<file path="src/rtl/riscv_div_seq.sv">
// Sequential radix-2 restoring divider for DIVU/DIV/REMU/REM, one quotient bit per cycle.
// Fixed latency of WIDTH cycles from the input handshake to out_valid_o; the result is held in DONE until out_ready_i.
module riscv_div_seq #(
    parameter int WIDTH    = 32,
    parameter int OP_WIDTH = 7
) (
    input  logic                clk,
    input  logic                rst_n,
    input  logic                flush_i,
    input  logic [OP_WIDTH-1:0] op_i,
    input  logic [WIDTH-1:0]    opa_i,
    input  logic [WIDTH-1:0]    opb_i,
    input  logic                in_valid_i,
    output logic                in_ready_o,
    output logic [WIDTH-1:0]    res_o,
    output logic                out_valid_o,
    input  logic                out_ready_i
);
    localparam int CW = $clog2(WIDTH);

    typedef enum logic [1:0] {S_IDLE, S_CALC, S_DONE} state_t;

    state_t           state_q, state_d;
    logic [CW-1:0]    cnt_q, cnt_d;
    logic [WIDTH-1:0] rem_q, rem_d;
    logic [WIDTH-1:0] quo_q, quo_d;
    logic [WIDTH-1:0] dvs_q, dvs_d;
    logic             rem_sel_q, rem_sel_d;
    logic             is_div_q, is_div_d;
    logic             neg_a_q, neg_a_d;
    logic             neg_b_q, neg_b_d;

    logic             accept;
    logic             sgn_a, sgn_b;
    logic [WIDTH:0]   shifted, diff;
    logic [WIDTH-1:0] q_fix, r_fix;

    assign accept = (state_q == S_IDLE) && in_valid_i && !flush_i;
    assign sgn_a  = op_i[0] & opa_i[WIDTH-1];
    assign sgn_b  = op_i[0] & opb_i[WIDTH-1];

    always_ff @(posedge clk or negedge rst_n) begin
        if (!rst_n) begin
            state_q <= S_IDLE;
        end else begin
            state_q <= state_d;
        end
    end

    always_comb begin
        state_d = state_q;
        if (flush_i) begin
            state_d = S_IDLE;
        end else begin
            case (state_q)
                S_IDLE:  if (in_valid_i) state_d = S_CALC;
                S_CALC:  if (cnt_q == '0) state_d = S_DONE;
                S_DONE:  if (out_ready_i) state_d = S_IDLE;
                default: state_d = S_IDLE;
            endcase
        end
    end

    always_comb begin
        in_ready_o  = (state_q == S_IDLE);
        out_valid_o = (state_q == S_DONE);
    end

    // Subtraction at WIDTH+1 bits: the top bit is set exactly when the shifted remainder is below the divisor.
    assign shifted = {rem_q, quo_q[WIDTH-1]};
    assign diff    = shifted - {1'b0, dvs_q};

    always_comb begin
        cnt_d     = cnt_q;
        rem_d     = rem_q;
        quo_d     = quo_q;
        dvs_d     = dvs_q;
        rem_sel_d = rem_sel_q;
        is_div_d  = is_div_q;
        neg_a_d   = neg_a_q;
        neg_b_d   = neg_b_q;
        if (accept) begin
            cnt_d     = CW'(WIDTH - 1);
            rem_d     = '0;
            quo_d     = sgn_a ? (~opa_i + 1'b1) : opa_i;
            dvs_d     = sgn_b ? (~opb_i + 1'b1) : opb_i;
            rem_sel_d = op_i[1];
            is_div_d  = (op_i[6:2] == 5'b01100);
            neg_a_d   = sgn_a;
            neg_b_d   = sgn_b;
        end else if (state_q == S_CALC) begin
            cnt_d = cnt_q - CW'(1);
            quo_d = {quo_q[WIDTH-2:0], ~diff[WIDTH]};
            rem_d = diff[WIDTH] ? shifted[WIDTH-1:0] : diff[WIDTH-1:0];
        end
    end

    always_ff @(posedge clk or negedge rst_n) begin
        if (!rst_n) begin
            cnt_q     <= '0;
            rem_q     <= '0;
            quo_q     <= '0;
            dvs_q     <= '0;
            rem_sel_q <= 1'b0;
            is_div_q  <= 1'b0;
            neg_a_q   <= 1'b0;
            neg_b_q   <= 1'b0;
        end else begin
            cnt_q     <= cnt_d;
            rem_q     <= rem_d;
            quo_q     <= quo_d;
            dvs_q     <= dvs_d;
            rem_sel_q <= rem_sel_d;
            is_div_q  <= is_div_d;
            neg_a_q   <= neg_a_d;
            neg_b_q   <= neg_b_d;
        end
    end

    // A zero divisor leaves the quotient as all ones and the remainder as the dividend magnitude.
    assign q_fix = ((neg_a_q ^ neg_b_q) && (dvs_q != '0)) ? (~quo_q + 1'b1) : quo_q;
    assign r_fix = neg_a_q ? (~rem_q + 1'b1) : rem_q;

    always_comb begin
        res_o = '0;
        if (state_q == S_DONE && is_div_q) begin
            res_o = rem_sel_q ? r_fix : q_fix;
        end
    end
endmodule

</file>
<file path="config.mk">
export PLATFORM = sky130hd
export DESIGN_NAME = riscv_div_seq
export DESIGN_NICKNAME = d
export VERILOG_FILES = /design/src/rtl/riscv_div_seq.sv
export SDC_FILE = /design/constraint.sdc
export NUM_CORES = 1
export LEC_CHECK = 0
export BUFFER_PORTS_ARGS = -buffer_cell sky130_fd_sc_hd__buf_2
export CAP_MARGIN = 20
export CORE_MARGIN = 2
export CORE_UTILIZATION = 50
export DETAILED_ROUTE_END_ITERATION = 10
export PLACE_DENSITY_LB_ADDON = 0.15
export RECOVER_POWER = 25
export SLEW_MARGIN = 20
export SYNTH_ARGS = -nofsm -noshare
export SYNTH_HDL_FRONTEND = slang
export SYNTH_SLANG_ARGS = --single-unit
</file>
<file path="constraint.sdc">
create_clock -name clk -period 6.4 [get_ports clk]
set_input_delay 0.64 -clock clk [delete_from_list [all_inputs] [get_ports clk]]
set_output_delay 0.64 -clock clk [all_outputs]
set_load 0.02 [all_outputs]
</file>
==> out/qor.yml, run 1 <==
status:
  outcome: "finished with violations"
  failed_checks: "max-capacitance violations, max-slew violations"
floorplan:
  ios: 110
  row_count: 49
  core_um2: 18020
  initial_utilization_pct: 51.00
  die_area_um2: 19490
  dieWidth_um: 139.6
  die_y_um: 139.6
synth:
  syn-num-nets: 1268
  synthAdderAreaFrac_pct: 5.390
  synth.most_common_cell: "o21ai_0"
  synth_top_family_by_area: "compound AO/OA/AOI/OAI gates"
  synth_enable_flop_cells: 0
  synth_flop_cell: "dfrtp_1"
  ys_seq_elements: 107
  synth_area_leader_cell: "dfrtp_1"
  syn_avg_cell_area_um2: 7.973
  synth_compound_area_share_pct: 24.13
  synthTopCellsByArea: "dfrtp_1, xnor2_1, o21ai_0, xor2_1, ha_1"
  syn_inst: 1153
  yosysWarnings: 0
  yosys-top-cells-count: "o21ai_0, nand2_1, dfrtp_1"
  synth_xor_area_share_pct: 14.20
  synth_top_area_share_pct: 29.13
  yosysUniqueCellTypes: 63
  synth_area_um2: 9193
  synth-simple-area-share_pct: 19.46
  yosysSeqAreaShare_pct: 29.13
  synthArstFlopShare_pct: 100.0
  synthMuxAreaShare_pct: 2.954
routing:
  antenna_left: 0
  via_count: 8509
  drt-total-wl_um: 24100
  routed_via_density: 5.856
  drc_errors: 0
  wl_per_cell_um: 16.59
  first_iter_violations: 503
  dr.pass1.iters: 5
cells_and_area:
  ff_latch_area_um2: 2679
  drive_above_1_share_pct: 12.34
  multi_input_area_um2: 6101
  nFillCells: 1807
  layout.nets: 1334
  area_growth_pct: 10.32
  instances_no_fill: 1453
  n_antenna_cell: 0
cts:
  cts_root_buffer: "clkbuf_16"
  cts_buffers: 9
  postCtsSetupBuffers: 0
  cts_tree: "built"
  cts_hold_buffers: 0
  cts_max_level: 3
  clkSlewWorstSetupHoldPaths_ns: 0.08
  cts_buffer_depth: 2
  clock_sinks: 107
  cts_resized: 0
  clock_latency_ns: 0.37
global_routing:
  grt_pass1_vias: 8131
  track_usage_pct: 24.82
  grt_max_degree: 97
  antenna_found_initial: 0
  grt_remaining_overflow: 0
  grt_pass1_wl_um: 39910
setup_path:
  critical_path_buf_inv_count: 1
  cpMaxStageDelayCell: "or4_4"
  cp-start-kind: "register"
  cp-end-kind: "output pin"
  crit_family: "simple AND/OR/NAND/NOR gates"
  criticalPathCategory: "reg2out"
  crit_path_cell_trace: "or4_4 -> or3_4 -> or4_4 -> or2_1 -> or3_4 -> o31ai_1 -> xor2_1 -> a211oi_1 -> buf_2"
  cp_data_arrival_time_ns: 3.82
  cp_max_fo: 6
  slowest_delay_ns: 0.54
  required_ns: 5.76
timing:
  setup_tns_ns: 0
  fin_ws_ns: 1.936
  slew_violations: 168
  period_share_pct: 69.75
  fin_crit_ns: 4.464
  final_hold_viol_count: 0
  max-slew-margin-rel_pct: -73.54
  fin_skew_ns: 0.009786
  max_freq_mhz: 224.0
  grt_setup_unrepaired: "false"
  worstMarginPinSlew_ns: 2.603
  finalSetupViolCount: 0
pwr:
  vdd_drop_max_v: 0.0001887
  power_per_cell_area_nw_per_um2: 348.0
  pwr-share-clk_pct: 15.6
  seqPwrFrac_pct: 31.5
  switching_share_pct: 44.69
  p_leak_nw: 4.472
  power_frac_comb_pct: 53.0
  intPower_mw: 1.952
  switching_power_mw: 1.577
  power_mw: 3.529
worst_hold_path:
  hold_class: "in2reg"
placement:
  dp.cells: 1437
  post-dp-hpwl_um: 18200
  post-place-ws_ns: 2.326
  place_congestion: 0.9336
  portBuffers: 109
run:
  cap_violations: 3
through the flow:
| stage | hold WS (ns) | util, % | instance area (um2) |
|---|---|---|---|
| 2_1_floorplan | 0.3444 | - | 9193 |
| 5_1_grt | 0.4850 | 56.26 | 10140 |
| 3_5_place_dp | 0.4946 | 54.80 | 9877 |
| 4_1_cts | 0.3134 | 56.34 | 10160 |
| 3_3_place_gp | 0.4872 | 54.80 | 9877 |
| 6_report | 0.4730 | 56.26 | 10140 |
area by class of cell:
cell class | count | share of cell area (%)
tap | 229 | 2.825
sequential | 107 | 26.42
clock inverter | 5 | 0.3578
timing repair buffer | 117 | 5.885
inverter | 53 | 1.962
clock buffer | 11 | 2.394
multi-input combinational | 931 | 60.16
power groups by stage:
stage / Sequential [mW] / Combinational, mW / Clock, mW
detailed placement: 1.12 / 1.86 / 0
CTS: 1.11 / 1.87 / 0.564
global placement: 1.12 / 1.85 / 0
finish: 1.11 / 1.87 / 0.550
floorplan: 1.01 / 1.52 / 0
global route: 1.14 / 2.11 / 0.583
sequential cells by signal (all words and copies together), names as in the netlist:
name and flops:
state_q 2, dvs_q 32, rem_sel_q 1, cnt_q 5, neg_a_q 1, is_div_q 1
rem_q 32, neg_b_q 1, quo_q 32
layout by cell type, fill, tap and decap left out, types with 10 or more instances in the layout:
master	instances
nand2b_1	11
ha_1	38
o41ai_1	11
a211oi_1	33
o31ai_1	33
inv_1	53
or4_1	13
a21oi_1	51
nor4_1	16
a31oi_1	10
nor2_1	86
nand2_1	108
nor3_1	22
xor2_1	69
dfrtp_1	106
nand3_1	36
o21ai_0	137
or3_1	18
buf_2	107
xnor2_1	80
mux2i_1	26
a22oi_1	30
and3_1	10
worst paths after layout:
path	from	end	slack [ns]	cells past startpoint
max	rem_q[8]	res_o[31]	1.94	9
min	flush_i	state_q[1]	0.47	2
max reg2reg	quo_q[31]	rem_q[31]	2.30	12
min reg2reg	is_div_q	is_div_q	0.50	2
max in group asynchronous	rst_n	rem_sel_q	2.52	2
min in group asynchronous	rst_n	dvs_q[25]	1.08	1
per-layer routing:
metal | up-vias | wire length [um] | track usage [%]
li1 | 4287 | - | -
met1 | 4042 | 11120 | 33.06
met2 | 152 | 11540 | 42.21
met3 | 28 | 1005 | 4.233
met4 | 0 | 436 | 6.211
met5 | - | 0 | 0
logic make-up (layout without fill, tap and decap cells):
family,count (synthesis),after routing
multiplexers,27,27
AO/OA/AOI/OAI,352,352
XOR/XNOR,149,149
adder cells (fa/ha/maj),39,39
buffers and inverters,115,186
AND/OR/NAND/NOR,364,364
flip-flops,107,107
No activity file was read; power rests on OpenSTA's default activity.
==> run 2, diff against run 1 <==
Clock period 6.4 ns to 4.6 ns, I/O delays scaled along.
==> out/qor.yml, run 2 (same netlist as run 1, synthesis figures left out) <==
floorplan:
  die_area_um2: 19490
  ios: 110
  dieWidth_um: 139.6
  initial_utilization_pct: 51.00
  row_count: 49
  core_um2: 18020
  die_y_um: 139.6
cts:
  clkSlewWorstSetupHoldPaths_ns: 0.08
  cts_tree: "built"
  clock_sinks: 107
  cts_resized: 0
  cts_buffer_depth: 2
  cts_max_level: 3
  cts_hold_buffers: 0
  cts_root_buffer: "clkbuf_16"
  clock_latency_ns: 0.36
  cts_buffers: 9
  postCtsSetupBuffers: 0
global_routing:
  grt_pass1_vias: 8086
  grt_remaining_overflow: 0
  antenna_found_initial: 0
  grt_max_degree: 80
  grt_pass1_wl_um: 40190
  track_usage_pct: 25.05
pwr:
  power_per_cell_area_nw_per_um2: 483.2
  p_leak_nw: 4.483
  vdd_drop_max_v: 0.0002519
  power_mw: 4.911
routing:
  drc_errors: 0
  dr.pass1.iters: 5
  via_count: 8568
  routed_via_density: 5.897
  wl_per_cell_um: 16.82
  antenna_left: 0
  drt-total-wl_um: 24440
  first_iter_violations: 517
setup_path:
  cp_data_arrival_time_ns: 3.83
  crit_path_cell_trace: "or4_4 -> or3_4 -> or4_4 -> or2_1 -> or3_4 -> o31ai_1 -> xor2_1 -> a211oi_1 -> buf_2"
  slowest_delay_ns: 0.54
  criticalPathCategory: "reg2out"
  cp-end-kind: "output pin"
  crit_family: "simple AND/OR/NAND/NOR gates"
  cpMaxStageDelayCell: "or4_4"
  required_ns: 4.14
  critical_path.startpoint: "rem_q[8]"
  critical_path_buf_inv_count: 1
  cp_max_fo: 6
  r2r_start: "quo_q[31]"
  r2r_slack_ns: 0.69
  cp-start-kind: "register"
worst_hold_path:
  hold_class: "in2async"
timing:
  max-slew-margin-rel_pct: 34.45
  worstMarginPinSlew_ns: 0.9832
  final_hold_viol_count: 0
  max_freq_mhz: 233.1
  fin_skew_ns: 0.01112
  fin_crit_ns: 4.291
  grt_setup_unrepaired: "false"
  holdWs_ns: 0.1488
  period_share_pct: 93.28
  setup_tns_ns: 0
  slew_violations: 0
  finalSetupViolCount: 0
cells_and_area:
  area_growth_pct: 10.56
  reg_top3: "dvs_q (32), quo_q (32), rem_q (32)"
  mostFrequentLayoutCell: "o21ai_0"
  layout.nets: 1335
  drive_above_1_share_pct: 12.66
  n_antenna_cell: 0
  most-common-layout-cells: "o21ai_0, buf_2, nand2_1"
placement:
  post-dp-hpwl_um: 18200
  portBuffers: 109
  place_congestion: 0.9093
status:
  outcome: "completed"
run:
  cap_violations: 0
run 2: metrics by stage:
stage	utilization (%)	setup WS [ns]	instances	instance area [um2]
2_1_floorplan	-	0.8517	1153	9193
3_3_place_gp	54.84	0.7350	1438	9884
3_5_place_dp	54.84	0.6765	1438	9884
4_1_cts	56.35	0.2575	1453	10160
5_1_grt	56.39	0.1717	1453	10160
6_report	56.39	0.3092	1453	10160
run 2: layout make-up:
type	instances	area (um2)
clock buffers	13	260.3
clock inverters	2	12.51
fillers	1795	7861
inverters	53	198.9
multi-input cells	931	6107
flip-flops and latches	107	2679
well taps	229	286.5
repair buffers	118	619.3
run 2: final timing paths:
| check | end | cells past startpoint |
|---|---|---|
| max | res_o[31] | 9 |
| min | rem_q[28] | 1 |
| max reg2reg | rem_q[1] | 13 |
| min reg2reg | dvs_q[3] | 2 |
| max in group asynchronous | cnt_q[0] | 2 |
| min in group clk | state_q[1] | 2 |
run 2: report_power, final:
group	switching (mW)	leakage, nW	internal [mW]
sequential	0.369	1.35	1.17
clock	0.367	0.132	0.395
combinational	1.45	3.00	1.16
run 2: metal layers:
layer  up-vias  GRT usage [%]  share of wire (%)
met5         -              0                  0
met4         0          6.316                1.8
met3        29          4.474                3.6
met2       152          42.41                 48
met1      4089          33.38                 47
li1       4298              -                  -
